`src/rtl/multicycle_ctr.sv`:
```
// Multicycle MIPS-style control unit: FETCH/DECODE/execute FSM with bounded
// memory waits, sticky illegal-opcode and bus-timeout flags, and a retire pulse.
module multicycle_ctr #(
  parameter int unsigned MEM_TIMEOUT = 15
) (
  input  logic       clk,
  input  logic       rst_n,
  input  logic [5:0] op,
  input  logic       mem_ready,
  output logic       PCWrite,
  output logic       PCWriteCond,
  output logic       IorD,
  output logic       MemRead,
  output logic       MemWrite,
  output logic       IRWrite,
  output logic       MemtoReg,
  output logic       ALUSrcA,
  output logic       RegWrite,
  output logic       RegDst,
  output logic [1:0] PCSource,
  output logic [1:0] ALUOp,
  output logic [1:0] ALUSrcB,
  output logic       retire,
  output logic       illegal_op,
  output logic       bus_timeout,
  output logic [3:0] state
);

  typedef enum logic [3:0] {
    FETCH  = 4'd0,
    DECODE = 4'd1,
    MEMADR = 4'd2,
    MEMRD  = 4'd3,
    MEMWB  = 4'd4,
    MEMWR  = 4'd5,
    EXEC   = 4'd6,
    ALUWB  = 4'd7,
    BRANCH = 4'd8,
    JUMP   = 4'd9,
    ERR    = 4'd10
  } state_t;

  localparam logic [5:0] OP_RTYPE = 6'b000000;
  localparam logic [5:0] OP_LW    = 6'b100011;
  localparam logic [5:0] OP_SW    = 6'b101011;
  localparam logic [5:0] OP_BEQ   = 6'b000100;
  localparam logic [5:0] OP_J     = 6'b000010;

  localparam logic [7:0] TIMEOUT = 8'(MEM_TIMEOUT);

  localparam logic [1:0] ALU_ADD   = 2'b00;
  localparam logic [1:0] ALU_SUB   = 2'b01;
  localparam logic [1:0] ALU_FUNCT = 2'b10;

  localparam logic [1:0] SRCB_REG  = 2'b00;
  localparam logic [1:0] SRCB_FOUR = 2'b01;
  localparam logic [1:0] SRCB_IMM  = 2'b10;
  localparam logic [1:0] SRCB_IMM4 = 2'b11;

  state_t     state_q, state_d;
  logic [7:0] wait_q, wait_d;
  logic       illegal_q, bus_timeout_q;
  logic       set_illegal, set_timeout;
  logic       in_wait_state, timed_out;

  assign in_wait_state = (state_q == FETCH) || (state_q == MEMRD) || (state_q == MEMWR);
  // A ready on the limit cycle still wins: the access completes, no timeout.
  assign timed_out     = in_wait_state && !mem_ready && (wait_q == TIMEOUT);

  // NOTE: every always_comb output gets a default first so no path leaves a
  // variable unassigned, which would otherwise infer a latch.
  always_comb begin
    state_d     = state_q;
    set_illegal = 1'b0;
    set_timeout = 1'b0;

    unique case (state_q)
      FETCH:  if (mem_ready) state_d = DECODE;
      DECODE: begin
        unique case (op)
          OP_RTYPE:     state_d = EXEC;
          OP_LW, OP_SW: state_d = MEMADR;
          OP_BEQ:       state_d = BRANCH;
          OP_J:         state_d = JUMP;
          default: begin
            state_d     = ERR;
            set_illegal = 1'b1;
          end
        endcase
      end
      MEMADR: state_d = (op == OP_LW) ? MEMRD : MEMWR;
      MEMRD:  if (mem_ready) state_d = MEMWB;
      MEMWB:  state_d = FETCH;
      MEMWR:  if (mem_ready) state_d = FETCH;
      EXEC:   state_d = ALUWB;
      ALUWB:  state_d = FETCH;
      BRANCH: state_d = FETCH;
      JUMP:   state_d = FETCH;
      ERR:    state_d = ERR;
      default: state_d = ERR;
    endcase

    if (timed_out) begin
      state_d     = ERR;
      set_timeout = 1'b1;
    end
  end

  // Any state change clears the counter, which covers every entry into a wait state.
  always_comb begin
    wait_d = wait_q;
    if (state_d != state_q) begin
      wait_d = 8'd0;
    end else if (in_wait_state && !mem_ready) begin
      wait_d = wait_q + 8'd1;
    end
  end

  // NOTE: sequential state uses non-blocking assignments so every register
  // samples the pre-edge values regardless of statement order.
  always_ff @(posedge clk or negedge rst_n) begin
    if (!rst_n) begin
      state_q       <= FETCH;
      wait_q        <= 8'd0;
      illegal_q     <= 1'b0;
      bus_timeout_q <= 1'b0;
    end else begin
      state_q <= state_d;
      wait_q  <= wait_d;
      if (set_illegal) illegal_q     <= 1'b1;
      if (set_timeout) bus_timeout_q <= 1'b1;
    end
  end

  // NOTE: the Mealy strobes are gated with rst_n so a ready memory cannot
  // load IR or PC while reset holds the FSM in FETCH.
  always_comb begin
    PCWrite     = 1'b0;
    PCWriteCond = 1'b0;
    IorD        = 1'b0;
    MemRead     = 1'b0;
    MemWrite    = 1'b0;
    IRWrite     = 1'b0;
    MemtoReg    = 1'b0;
    ALUSrcA     = 1'b0;
    RegWrite    = 1'b0;
    RegDst      = 1'b0;
    PCSource    = 2'b00;
    ALUOp       = ALU_ADD;
    ALUSrcB     = SRCB_REG;
    retire      = 1'b0;

    unique case (state_q)
      FETCH: begin
        MemRead = 1'b1;
        ALUSrcB = SRCB_FOUR;
        IRWrite = mem_ready && rst_n;
        PCWrite = mem_ready && rst_n;
      end
      DECODE: ALUSrcB = SRCB_IMM4;
      MEMADR: begin
        ALUSrcA = 1'b1;
        ALUSrcB = SRCB_IMM;
      end
      MEMRD: begin
        MemRead = 1'b1;
        IorD    = 1'b1;
      end
      MEMWB: begin
        MemtoReg = 1'b1;
        RegWrite = 1'b1;
        retire   = 1'b1;
      end
      MEMWR: begin
        MemWrite = 1'b1;
        IorD     = 1'b1;
        retire   = mem_ready;
      end
      EXEC: begin
        ALUSrcA = 1'b1;
        ALUOp   = ALU_FUNCT;
      end
      ALUWB: begin
        RegDst   = 1'b1;
        RegWrite = 1'b1;
        retire   = 1'b1;
      end
      BRANCH: begin
        ALUSrcA     = 1'b1;
        ALUOp       = ALU_SUB;
        PCWriteCond = 1'b1;
        PCSource    = 2'b01;
        retire      = 1'b1;
      end
      JUMP: begin
        PCWrite  = 1'b1;
        PCSource = 2'b10;
        retire   = 1'b1;
      end
      default: ;
    endcase
  end

  assign illegal_op  = illegal_q;
  assign bus_timeout = bus_timeout_q;
  assign state       = state_q;

endmodule

```
`config.mk`:
```
export PLATFORM = sky130hd
export DESIGN_NAME = multicycle_ctr
export DESIGN_NICKNAME = d
export VERILOG_FILES = /design/src/rtl/multicycle_ctr.sv
export SDC_FILE = /design/constraint.sdc
export NUM_CORES = 1
export LEC_CHECK = 0
export ABC_AREA = 1
export CAP_MARGIN = 30
export CORE_MARGIN = 2
export CORE_UTILIZATION = 40
export DETAILED_ROUTE_END_ITERATION = 6
export PLACE_DENSITY_LB_ADDON = 0.25
export SETUP_SLACK_MARGIN = 0.4
export SLEW_MARGIN = 20
export SYNTH_ARGS = -nofsm -noshare
export SYNTH_HDL_FRONTEND = slang
export SYNTH_SLANG_ARGS = --single-unit
```
`constraint.sdc`:
```
create_clock -name clk -period 1.5 [get_ports clk]
set_input_delay 0.375 -clock clk [delete_from_list [all_inputs] [get_ports clk]]
set_output_delay 0.375 -clock clk [all_outputs]
set_load 0.05 [all_outputs]
```
==> metrics.log, run 1 <==
INFO  metric pin_count = 32
INFO  metric number_of_buffers_between_clock_root_and_the_deepest_sink = 2
INFO  metric synth.ff_latch_count = 14
INFO  metric dp_hpwl = 2.84 mm
INFO  metric placedInstanceArea = 0.00218 sq mm
INFO  metric gp_routability_congestion = 0.827
INFO  metric start_util = 42.1%
INFO  metric combined_area_of_all_synthesized_cells = 0.00116 sq mm
INFO  metric last-stage-reached = global routing (5_1_grt)
INFO  metric timing.repair.worst_endpoint_type = register input
INFO  metric synth_top_area_share = 30.2%
INFO  metric yosys_most_used_dff = sky130_fd_sc_hd__dfrtp_1
INFO  metric total_cts_buffers = 3
INFO  metric result_of_the_run = did not finish
INFO  metric cts_hold_buf = 0
INFO  metric synth_async_sr_flop_share = 100%
INFO  metric clock_sinks = 14
INFO  metric grt_max_degree = 15
INFO  metric avgSynthCellArea = 6.86 sq um
INFO  metric postSynthCellCount = 169
INFO  metric numPortBuffers = 31
INFO  metric cell_with_the_most_instances_after_synthesis = sky130_fd_sc_hd__nand2_1
INFO  metric postSynthNetCount = 179
INFO  metric fp-row-count = 19
INFO  metric dpl.cell_count = 271
INFO  metric toolErrorMsg = [ERROR DPL-0038] Utilization greater than 100%, impossible to legalize
INFO  metric synth_edf_count = 0
INFO  metric synth_top_cells_by_area = sky130_fd_sc_hd__dfrtp_1 (30%), sky130_fd_sc_hd__nand2_1 (11%), sky130_fd_sc_hd__nor2_1 (8.1%)
INFO  metric cts_root_buffer = sky130_fd_sc_hd__clkbuf_4
INFO  metric die_width = 57.9 um
INFO  metric ctsHtreeMaxLevel = 1
INFO  metric synth_cell_type_count = 25
INFO  metric synth-warning-count = 0
INFO  metric floorplan.die.height = 57.9 um
INFO  metric yosys.area.top_type = sky130_fd_sc_hd__dfrtp_1
INFO  metric sequential_fraction_of_the_synthesis_area = 30.2%
INFO  metric synth_top_cells_by_count = sky130_fd_sc_hd__nand2_1 (35), sky130_fd_sc_hd__nor2_1 (25), sky130_fd_sc_hd__inv_1 (21)
INFO  metric timing.grt.repair.worst_endpoint = wait_q[7]$_DFFE_PN0P_/D
[per-stage QoR]
stage	setup WS (ns)	utilization [%]	TNS (ns)
after floorplan	-0.375	-	-5.98
after detailed placement	-0.599	78.9	-7.40
after global placement	-0.459	78.9	-5.59
after CTS	-0.407	94.4	-8.93
[timing repair]
action	in CTS
pin swaps	15
setup buffers	22
endpoints found under the setup margin	37
gates cloned	0
gates resized for setup	56
[logic make-up after synthesis]
| kind of cell | synth area share (%) |
|---|---|
| simple gates | 49.5 |
| buf+inv | 10.1 |
| flops | 30.2 |
| compound gates | 3.78 |
| xor+xnor | 5.29 |
| fa+ha+maj | 1.08 |
==> run 2, diff against run 1 <==
--- a/config.mk
+++ b/config.mk
@@ -8,10 +8,9 @@
 export ABC_AREA = 1
 export CAP_MARGIN = 30
 export CORE_MARGIN = 2
-export CORE_UTILIZATION = 40
+export CORE_UTILIZATION = 25
 export DETAILED_ROUTE_END_ITERATION = 6
-export PLACE_DENSITY_LB_ADDON = 0.25
-export SETUP_SLACK_MARGIN = 0.4
+export PLACE_DENSITY_LB_ADDON = 0.15
 export SLEW_MARGIN = 20
 export SYNTH_ARGS = -nofsm -noshare
 export SYNTH_HDL_FRONTEND = slang
==> constraint.sdc (replaced) <==
create_clock -name clk -period 2 [get_ports clk]
set_input_delay 0.5 -clock clk [delete_from_list [all_inputs] [get_ports clk]]
set_output_delay 0.5 -clock clk [all_outputs]
set_load 0.05 [all_outputs]
==> metrics.log, run 2 <==
INFO  metric fmax = 513 MHz
INFO  metric cell_with_the_most_instances_after_synthesis = sky130_fd_sc_hd__nand2_1
INFO  metric postSynthNetCount = 179
INFO  metric post_cts_clock_slew_at_the_launch_and_capture_registers_of_the_worst_setup_and_hold_paths = 0.05 ns
INFO  metric detailed_route_wire_length = 3.18 mm
INFO  metric die_width = 72.1 um
INFO  metric grt_pass1_vias = 1185
INFO  metric grt_max_degree = 15
INFO  metric numPortBuffers = 31
INFO  metric post_drt_via_cell_ratio = 4.53
INFO  metric antenna_found_initial = 0
INFO  metric r2r.worst_path.cells = 12
INFO  metric synth_async_sr_flop_share = 100%
INFO  metric layout_common_cells = sky130_fd_sc_hd__buf_4 (33), sky130_fd_sc_hd__nand2_1 (31), sky130_fd_sc_hd__nor2_2 (20), sky130_fd_sc_hd__inv_1 (19), sky130_fd_sc_hd__buf_12 (17)
INFO  metric synth_cell_type_count = 25
INFO  metric arrival = 1.45 ns
INFO  metric synth_compound_gate_area_share = 3.78%
INFO  metric route.vias.total = 1264
INFO  metric timing.final.crit_share = 97.4%
INFO  metric hold_path_startpoint = bus_timeout
INFO  metric pin_count = 32
INFO  metric clock_sinks = 14
INFO  metric criticalPathCategory = reg -> out
INFO  metric drt_first_pass_iters = 4
INFO  metric wire_length_of_the_first_global_routing_pass = 5.29 mm
INFO  metric postSynthCellCount = 169
INFO  metric largest_register = wait_q
INFO  metric fin_crit = 1.95 ns
INFO  metric timing.max_cap.violations = 0
INFO  metric setup.worst_path.start_class = flip-flop
INFO  metric num_antenna_cells = 0
INFO  metric detail_route.wl_per_cell = 11.4 um
INFO  metric yosys.area_share.simple = 49.5%
INFO  metric areaGrowthSynthToFinish = 76.4%
INFO  metric setup-violations-final = 0
INFO  metric regToRegEndpoint = wait_q[1]
INFO  metric synth_top_cells_by_area = sky130_fd_sc_hd__dfrtp_1 (30%), sky130_fd_sc_hd__nand2_1 (11%), sky130_fd_sc_hd__nor2_1 (8.1%)
INFO  metric drc = 0
INFO  metric hp-class = reg -> reg
INFO  metric final_nets = 239
INFO  metric timing.critical_path.to_type = output port
INFO  metric antenna_left = 0
INFO  metric detailedRoute.firstIterationViolations = 18
INFO  metric dp_hpwl = 2.41 mm
INFO  metric tritoncts = done
INFO  metric avgSynthCellArea = 6.86 sq um
INFO  metric worst_slew_pin_slew = 0.305 ns
INFO  metric slew_violations = 0
INFO  metric r2r_slack = 0.19 ns
INFO  metric floorplan.die_area = 0.00520 sq mm
INFO  metric yosys_most_used_dff = sky130_fd_sc_hd__dfrtp_1
INFO  metric timing.hold.worst_endpoint = bus_timeout
INFO  metric total_cts_buffers = 3
INFO  metric combined_area_of_all_synthesized_cells = 0.00116 sq mm
INFO  metric start_util = 26.3%
INFO  metric synth_edf_count = 0
INFO  metric dpl.cell_count = 263
INFO  metric finalSetupTns = 0 ns
INFO  metric floorplan.die.height = 72.1 um
INFO  metric peakVddDrop = 0.346 mV
INFO  metric cts_root_buffer = sky130_fd_sc_hd__clkbuf_8
INFO  metric result_of_the_run = complete, no violations
INFO  metric ctsHtreeMaxLevel = 1
INFO  metric synth.mux.area_fraction = 0%
INFO  metric gr-usage-all-layers = 12.9%
INFO  metric regToRegStartpoint = state[1]
INFO  metric yosys.area.top_type = sky130_fd_sc_hd__dfrtp_1
INFO  metric synth.ff_latch_count = 14
INFO  metric min_path_cells = 2
INFO  metric fp-row-count = 24
INFO  metric critical_path_required = 1.50 ns
INFO  metric final_common_cell = sky130_fd_sc_hd__buf_4
INFO  metric sequential_fraction_of_the_synthesis_area = 30.2%
INFO  metric synth_top_family_by_area = simple AND/OR/NAND/NOR gates
INFO  metric synth-warning-count = 0
INFO  metric static-leakage-power = 0.984 nW
INFO  metric placedInstanceArea = 0.00183 sq mm
INFO  metric gp_routability_congestion = 0.771
INFO  metric post_synth_fa_ha_maj_area_fraction = 1.08%
INFO  metric final_cell_area = 0.00205 sq mm
INFO  metric grt-ovfl-total = 0
INFO  metric clock_latency = 0.25 ns
INFO  metric timing.critical_path.fanout_max = 8
INFO  metric power-per-cell-area = 278 mW/mm^2
INFO  metric layoutNonFillerInstCount = 279
INFO  metric core_area = 0.00441 sq mm
INFO  metric number_of_buffers_between_clock_root_and_the_deepest_sink = 2
INFO  metric drive_above_1_share = 51.1%
INFO  metric hold_viol_final = 0
INFO  metric synth_top_area_share = 30.2%
INFO  metric totalPowerFinal = 570 uW
INFO  metric synth_top_cells_by_count = sky130_fd_sc_hd__nand2_1 (35), sky130_fd_sc_hd__nor2_1 (25), sky130_fd_sc_hd__inv_1 (21)
INFO  metric number_of_flip_flops_in_the_largest_register = 8
INFO  metric post_synth_xor_area_fraction = 5.29%
INFO  metric fin_worst_skew = 0.00445 ns
INFO  metric maxSlewHeadroom = 79.4%
==> run 2: cell counts after synthesis <==
No cell type changed its count.
==> run 2: worst max-delay path by stage <==
stage                            to  slack, ns  startpoint  depth (start not counted)
after floorplan              retire      -0.17    state[0]                          6
after detailed placement  wait_q[3]      -0.16       op[5]                         12
after global routing      wait_q[6]      -0.02       op[4]                         12
after CTS                    retire      -0.02    state[2]                          7
after global placement    wait_q[2]      -0.17       op[5]                         12
final                        retire       0.05    state[1]                          6
==> run 2: stage by stage <==
| step | hold slack (ns) | setup slack [ns] | util [%] |
|---|---|---|---|
| after floorplan | 0.204 | -0.171 | - |
| after global placement | 0.458 | -0.167 | 41.5 |
| after detailed placement | 0.460 | -0.162 | 41.5 |
| after CTS | 0.474 | -0.0164 | 43.3 |
| after global routing | 0.494 | -0.0175 | 46.3 |
| final | 0.471 | 0.0513 | 46.3 |
==> run 2: worst max-delay path, cell delays in order, from the launching register on <==
cell and delay [ns]:
sky130_fd_sc_hd__dfrtp_2 0.50, sky130_fd_sc_hd__nor2_2 0.17, sky130_fd_sc_hd__nand2_2 0.10, sky130_fd_sc_hd__inv_1 0.14
sky130_fd_sc_hd__a21oi_2 0.07, sky130_fd_sc_hd__nand2_2 0.08, sky130_fd_sc_hd__buf_12 0.13
==> run 2: final cells by class <==
cell class,instances,area (sq um)
clock buffer,3,41.3
multi-input combinational,126,810
sequential,14,355
inverter,26,103
timing repair buffer,58,672
fill,444,2370
tap,52,65.1
==> run 2: repair_timing <==
action                                  in CTS  in global routing
hold buffers                                 0                  0
endpoints found under the setup margin       6                 15
gates resized for setup                      8                 17
pin swaps                                    2                 10
buffers inserted                             2                 11
==> run 2: power breakdown <==
part	internal, mW	switching, mW	total (mW)
combinational	0.0262	0.0259	0.0521
sequential	0.283	0	0.283
clock	0.133	0.101	0.234
total	0.443	0.127	0.570
==> run 2: per-layer routing <==
layer / GRT usage, % / wire length (um) / part of all wire [%] / vias to the layer above
li1: - / - / - / 646
met3: 2.50 / 135 / 4.3 / 5
met4: 3.14 / 36 / 1.1 / 0
met5: 0 / 0 / 0 / -
met1: 16.5 / 1450 / 46 / 581
met2: 22.1 / 1550 / 49 / 32
==> run 2: logic make-up (layout without fill, tap and decap cells) <==
kind of cell,count (synthesis),after routing
AND/OR/NAND/NOR,110,110
flip-flops,14,14
adder cells (fa/ha/maj),1,1
XOR/XNOR,7,7
buffers and inverters,29,87
AO/OA/AOI/OAI,8,8
Note: power is estimated with default switching activity, not from simulation.
